<file path="src/rtl/vga_fb_arbiter.sv">
// vga_fb_arbiter
//   Sole owner of the single-port 8-bit (3:3:2) framebuffer RAM, running in
//   the vgaclk domain. It shares the RAM between the display prefetch path
//   (raster-order reads into a small pixel FIFO) and a CPU write port.
//
//   Optional feature macro: VGA_FB_STATS_EN (adds underrun_cnt and
//   cpu_wait_max status outputs).
//
// Ports
//   vgaclk        pixel clock, all logic on posedge
//   rst           asynchronous active-low reset
//   frame_start   one-cycle pulse before the first active pixel of a frame
//   pix_req       display consumes the FIFO head this cycle
//   pix_valid     FIFO non-empty
//   pix_red/green/blue  head pixel, zero when the FIFO is empty
//   underrun      sticky: pix_req seen while the FIFO was empty
//   cpu_req/addr/data   CPU write request, held until cpu_gnt
//   cpu_gnt       one-cycle pulse, write issued this cycle
//   mem_addr/re/we/wdata  RAM command (combinational from arbitration)
//   mem_rdata     RAM read data, valid the cycle after mem_re
//   underrun_cnt  (VGA_FB_STATS_EN) saturating count of underrun cycles
//   cpu_wait_max  (VGA_FB_STATS_EN) longest CPU stall run, saturating

module vga_fb_arbiter #(
    parameter int unsigned H_ACTIVE   = 640,
    parameter int unsigned V_ACTIVE   = 480,
    parameter int unsigned ADDR_W     = 19,
    parameter int unsigned FIFO_DEPTH = 8,
    parameter int unsigned LOW_WATER  = 2
) (
    input  logic              vgaclk,
    input  logic              rst,
    input  logic              frame_start,
    input  logic              pix_req,
    output logic              pix_valid,
    output logic [2:0]        pix_red,
    output logic [2:0]        pix_green,
    output logic [1:0]        pix_blue,
    output logic              underrun,
    input  logic              cpu_req,
    input  logic [ADDR_W-1:0] cpu_addr,
    input  logic [7:0]        cpu_data,
    output logic              cpu_gnt,
    output logic [ADDR_W-1:0] mem_addr,
    output logic              mem_re,
    output logic              mem_we,
    output logic [7:0]        mem_wdata,
    input  logic [7:0]        mem_rdata
`ifdef VGA_FB_STATS_EN
    ,
    output logic [15:0]       underrun_cnt,
    output logic [7:0]        cpu_wait_max
`endif
);

    localparam int unsigned PTR_W = $clog2(FIFO_DEPTH);
    localparam int unsigned CNT_W = PTR_W + 1;
    localparam logic [ADDR_W-1:0] LAST_ADDR = ADDR_W'(H_ACTIVE * V_ACTIVE - 1);

    typedef enum logic [1:0] {
        S_IDLE,
        S_ACTIVE,
        S_DONE
    } state_e;

    state_e            state_q, state_d;
    logic [ADDR_W-1:0] fetch_addr_q, fetch_addr_d;
    logic              inflight_q, inflight_d;
    logic              underrun_q, underrun_d;
    logic [PTR_W-1:0]  rd_ptr_q, rd_ptr_d;
    logic [PTR_W-1:0]  wr_ptr_q, wr_ptr_d;
    logic [CNT_W-1:0]  count_q, count_d;
    logic [7:0]        fifo_q [FIFO_DEPTH];

    logic [CNT_W-1:0]  credit;
    logic              issue_rd;
    logic              issue_wr;
    logic              push;
    logic              pop;
    logic              empty;
    logic [7:0]        head;

    assign empty  = (count_q == '0);
    assign credit = count_q + CNT_W'(inflight_q);
    assign head   = fifo_q[rd_ptr_q];

    // A read returning during frame_start belongs to the old frame: drop it.
    assign push = inflight_q && !frame_start;
    assign pop  = pix_req && !empty && !frame_start;

    // ------------------------------------------------------------------
    // Arbitration / FSM next state
    // ------------------------------------------------------------------
    always_comb begin
        state_d      = state_q;
        fetch_addr_d = fetch_addr_q;
        issue_rd     = 1'b0;
        issue_wr     = 1'b0;

        if (frame_start) begin
            state_d      = S_ACTIVE;
            fetch_addr_d = '0;
        end else begin
            unique case (state_q)
                S_ACTIVE: begin
                    if (credit <= CNT_W'(LOW_WATER)) begin
                        issue_rd = 1'b1;
                    end else if (cpu_req) begin
                        issue_wr = 1'b1;
                    end else if (credit < CNT_W'(FIFO_DEPTH)) begin
                        issue_rd = 1'b1;
                    end
                end
                default: begin
                    issue_wr = cpu_req;
                end
            endcase

            if (issue_rd) begin
                fetch_addr_d = fetch_addr_q + 1'b1;
                if (fetch_addr_q == LAST_ADDR) begin
                    state_d = S_DONE;
                end
            end
        end

        // The RAM command is combinational from cpu_req, so hold it quiet
        // while reset is asserted.
        if (!rst) begin
            issue_rd = 1'b0;
            issue_wr = 1'b0;
        end
    end

    assign inflight_d = issue_rd;

    always_comb begin
        mem_re    = issue_rd;
        mem_we    = issue_wr;
        cpu_gnt   = issue_wr;
        mem_addr  = '0;
        mem_wdata = '0;
        if (issue_wr) begin
            mem_addr  = cpu_addr;
            mem_wdata = cpu_data;
        end else if (issue_rd) begin
            mem_addr = fetch_addr_q;
        end
    end

    // ------------------------------------------------------------------
    // FIFO pointer / count / underrun next state
    // ------------------------------------------------------------------
    always_comb begin
        rd_ptr_d   = rd_ptr_q;
        wr_ptr_d   = wr_ptr_q;
        count_d    = count_q;
        underrun_d = underrun_q;

        if (frame_start) begin
            rd_ptr_d   = '0;
            wr_ptr_d   = '0;
            count_d    = '0;
            underrun_d = 1'b0;
        end else begin
            if (push) begin
                wr_ptr_d = wr_ptr_q + 1'b1;
            end
            if (pop) begin
                rd_ptr_d = rd_ptr_q + 1'b1;
            end
            unique case ({push, pop})
                2'b10:   count_d = count_q + 1'b1;
                2'b01:   count_d = count_q - 1'b1;
                default: count_d = count_q;
            endcase
            if (pix_req && empty) begin
                underrun_d = 1'b1;
            end
        end
    end

    always_ff @(posedge vgaclk or negedge rst) begin
        if (!rst) begin
            state_q      <= S_IDLE;
            fetch_addr_q <= '0;
            inflight_q   <= 1'b0;
            underrun_q   <= 1'b0;
            rd_ptr_q     <= '0;
            wr_ptr_q     <= '0;
            count_q      <= '0;
        end else begin
            state_q      <= state_d;
            fetch_addr_q <= fetch_addr_d;
            inflight_q   <= inflight_d;
            underrun_q   <= underrun_d;
            rd_ptr_q     <= rd_ptr_d;
            wr_ptr_q     <= wr_ptr_d;
            count_q      <= count_d;
        end
    end

    // FIFO storage needs no reset: every read of it is qualified by count_q.
    always_ff @(posedge vgaclk) begin
        if (push) begin
            fifo_q[wr_ptr_q] <= mem_rdata;
        end
    end

    assign pix_valid = !empty;
    assign pix_red   = empty ? 3'b000 : head[7:5];
    assign pix_green = empty ? 3'b000 : head[4:2];
    assign pix_blue  = empty ? 2'b00  : head[1:0];
    assign underrun  = underrun_q;

`ifdef VGA_FB_STATS_EN
    // ------------------------------------------------------------------
    // Optional status counters
    // ------------------------------------------------------------------
    logic [15:0] ucnt_q, ucnt_d;
    logic [7:0]  wait_cur_q, wait_cur_d;
    logic [7:0]  wait_max_q, wait_max_d;

    always_comb begin
        ucnt_d     = ucnt_q;
        wait_cur_d = '0;
        wait_max_d = wait_max_q;

        if (pix_req && empty && !frame_start && (ucnt_q != '1)) begin
            ucnt_d = ucnt_q + 1'b1;
        end

        if (cpu_req && !cpu_gnt) begin
            wait_cur_d = (wait_cur_q == '1) ? wait_cur_q : wait_cur_q + 1'b1;
        end
        if (wait_cur_d > wait_max_q) begin
            wait_max_d = wait_cur_d;
        end
    end

    always_ff @(posedge vgaclk or negedge rst) begin
        if (!rst) begin
            ucnt_q     <= '0;
            wait_cur_q <= '0;
            wait_max_q <= '0;
        end else begin
            ucnt_q     <= ucnt_d;
            wait_cur_q <= wait_cur_d;
            wait_max_q <= wait_max_d;
        end
    end

    assign underrun_cnt = ucnt_q;
    assign cpu_wait_max = wait_max_q;
`endif

endmodule

</file>
<file path="config.mk">
export PLATFORM = sky130hd
export DESIGN_NAME = vga_fb_arbiter
export DESIGN_NICKNAME = d
export VERILOG_FILES = /design/src/rtl/vga_fb_arbiter.sv
export SDC_FILE = /design/constraint.sdc
export NUM_CORES = 1
export LEC_CHECK = 0
export BUFFER_PORTS_ARGS = -buffer_cell sky130_fd_sc_hd__clkbuf_2
export CAP_MARGIN = 0
export CORE_ASPECT_RATIO = 0.6
export CORE_UTILIZATION = 35
export DETAILED_ROUTE_END_ITERATION = 8
export HOLD_SLACK_MARGIN = 0.06
export REMOVE_ABC_BUFFERS = 1
export SKIP_LAST_GASP = 1
export SLEW_MARGIN = 20
export SYNTH_ARGS = -nofsm -noshare
export SYNTH_HDL_FRONTEND = slang
export SYNTH_SLANG_ARGS = --single-unit
</file>
<file path="constraint.sdc">
create_clock -name vgaclk -period 3.15 [get_ports vgaclk]
set_input_delay 0.315 -clock vgaclk [delete_from_list [all_inputs] [get_ports vgaclk]]
set_output_delay 0.315 -clock vgaclk [all_outputs]
set_load 0.05 [all_outputs]
</file>
==> impl_metrics.json <==
{
  "ys_seq_area_share_pct": 58.39,
  "dp_cells": 595,
  "synthTopCellsByArea": "edfxtp_1, dfrtp_1, mux4_2",
  "place_area_sq_um": 5393,
  "relSlewSlack_pct": 45.92,
  "htree_levels": 3,
  "drive_gt1_share_pct": 31.67,
  "async_flop_share_pct": 34.02,
  "max-cap-violations": 0,
  "hold_viol": 0,
  "synth_edf_count": 64,
  "cp.arrival_ps": 2670,
  "place_hpwl_um": 7028,
  "grt_max_degree": 34,
  "start_util_pct": 36.28,
  "gp_congestion": 0.7664,
  "p_leak_uw": 0.002264,
  "worstPathRequired_ps": 2830,
  "timing.final.crit_period_ps": 2983,
  "hp-class": "in2reg",
  "clk_path_buf_depth": 2,
  "initialDrtViolationCount": 214,
  "syn_area_sq_um": 4706,
  "vias": 3202,
  "startpoint_type": "flip-flop",
  "avgRoutedWirePerCell_um": 16.50,
  "yosysWarnings": 0,
  "ctsRootBufferMaster": "clkbuf_16",
  "die_w_um": 151.7,
  "fin_skew_ps": 7.628,
  "yosysTopAreaCell": "edfxtp_1",
  "final_area_sq_um": 5714,
  "die-area_sq_um": 13930,
  "slew_viol_final": 0,
  "setup_viol": 0,
  "grt_util_all_layers_pct": 15.66,
  "placementRows": 32,
  "rsz0062_at_grt": "no",
  "netlist.area_leader.share_pct": 40.84,
  "criticalPathCategory": "reg2out",
  "die_h_um": 91.82,
  "synth_flop_cell": "edfxtp_1",
  "netlist_instances": 354,
  "areaGrowthSynthToFinish_pct": 21.43,
  "max_stage_delay_ps": 500,
  "post-route-period-util_pct": 94.69,
  "ys_ff_latch": 97,
  "ys_types": 48,
  "cp_cell_sequence": "ha_1 -> a31oi_1 -> o211ai_4 -> o311a_1 -> buf_4 -> a22o_1 -> clkbuf_2",
  "cp.buffers_inverters": 2,
  "detail_route.first_pass.iterations": 5,
  "grt_overflow": 0,
  "cts_made_buffers": 9,
  "grt_antenna_before_repair": 0,
  "antennaDiodeCount": 0,
  "nNetsFinal": 485,
  "avgSynthCellArea_sq_um": 13.29,
  "crit_path_top_delay_cell": "dfrtp_1",
  "ios": 80,
  "clk_pin_slew_ps": 80,
  "clock-sinks": 97,
  "ant_nets": 0,
  "vias_per_cell": 5.232,
  "crit_fanout": 29,
  "fin_setup_tns_ps": 0,
  "endpoint_kind": "output pin",
  "synth_most_common_cell": "edfxtp_1",
  "grt_pass1_vias": 3163,
  "finalNonFillerCells": 612,
  "p_per_area_nw_per_um2": 740.7,
  "routed_wl_um": 10100,
  "drc": 0,
  "crit_family": "compound AO/OA/AOI/OAI gates",
  "coreArea_sq_um": 12970,
  "totalPowerFinal_uw": 4233,
  "synth_common_cells": "edfxtp_1, nor2_1, dfrtp_1, a22o_1, mux4_2",
  "reg2reg_slack_ps": 620,
  "cts_tree": "yes",
  "status": "finished clean",
  "worst_pin_slew_ps": 811.1,
  "portBuffers": 79,
  "clk_latency_ps": 350,
  "fmax_mhz": 335.3,
  "ir_drop_v": 0.0003109,
  "grt_pass1_wl_um": 16640
}
[layout by cell type (no fill, tap or decap), types with 2 or more instances in the layout]
cell type  netlist  layout
xnor2_1          4       4
buf_4            1      17
mux4_2          16      16
ha_1             7       7
nand4_1          6       6
clkbuf_16        0       9
and4_1           4       4
edfxtp_1        64      64
and3_1           5       5
inv_8            0       2
o21ai_0          2       2
nand2_1         12      12
nor2b_1         12      12
a21oi_1         12      12
nand3_1          6       6
mux2_1           8       8
nor4_1          10      10
or4_1            7       7
clkbuf_2         0      75
and2_1          12      12
mux2i_1         11      11
nor2_1          38      38
nor3_1           4       4
a22o_1          19      19
buf_12           0       4
inv_1            3       3
o31ai_1          6       6
mux2_2           4       4
inv_6            0       4
xor2_1           3       3
nand3b_1         2       2
dfrtp_1         33      33
a21o_1           2       2
[cells by family (layout without fill, tap and decap cells)]
logic type | Yosys count | in the layout | share of synthesized area [%]
adders and majority gates | 8 | 8 | 2.287
buffers and inverters | 30 | 118 | 2.898
DFF | 97 | 97 | 58.39
muxes | 39 | 39 | 12.87
AOI/OAI and AO/OA | 47 | 47 | 7.578
and+or+nand+nor | 126 | 126 | 14.68
xor gates and xnor gates | 7 | 7 | 1.303
[metal layers]
layer	up-vias	share of wire, %	GRT usage, %
met5	-	0	0
met4	0	1.3	4.043
met3	13	3.7	3.483
met2	56	45	22.69
met1	1609	50	23.44
li1	1524	-	-
[flip-flops by register name, summed over array words and instances (netlist names)]
| name | cells |
|---|---|
| fifo_q | 64 |
| fetch_addr_q | 19 |
| state_q | 2 |
| count_q | 4 |
| rd_ptr_q | 3 |
| inflight_q | 1 |
| underrun | 1 |
| wr_ptr_q | 3 |
[where the power goes]
group	internal (uW)	switching [uW]	total, uW	leakage [uW]
combinational	528	1040	1570	0.00109
clock	565	530	1100	0.000148
sequential	1430	138	1570	0.00102
[worst paths after layout]
| kind | cells after the start | end | startpoint |
|---|---|---|---|
| setup / recovery | 7 | mem_addr[4] | inflight_q |
| hold / removal | 1 | fifo_q[7][1] | mem_rdata[1] |
| setup reg to reg | 8 | count_q[3] | count_q[1] |
| hold reg to reg | 2 | underrun | underrun |
| max in group asynchronous | 3 | underrun | rst |
| min in group asynchronous | 3 | fetch_addr_q[10] | rst |
[metrics by stage]
stage | hold WS, ps | worst slack (ps) | util, %
4_1_cts | 237.6 | 90.22 | 43.95
6_report | 244.8 | 167.3 | 44.05
2_1_floorplan | 19.41 | -1614 | -
3_5_place_dp | 409.2 | 471.4 | 41.57
3_3_place_gp | 395.7 | 535.1 | 41.57
5_1_grt | 250.0 | 20.08 | 44.05
[final cells by class]
type,count,area (sq um)
Multi-Input combinational cell,227,1836
Sequential cell,97,2748
Timing Repair Buffer,98,604.3
Clock inverter,7,73.82
Fill cell,1187,7258
Tap cell,170,212.7
Inverter,4,15.01
Clock buffer,9,225.2
[what timing repair did]
action | CTS | global route
resized for setup | 0 | 2
endpoints found under the setup margin | 0 | 24
hold buffers | 1 | 0
setup buffers | 0 | 0
endpoints found under the hold margin | 33 | 0
Power figures use the tool's default switching activity.
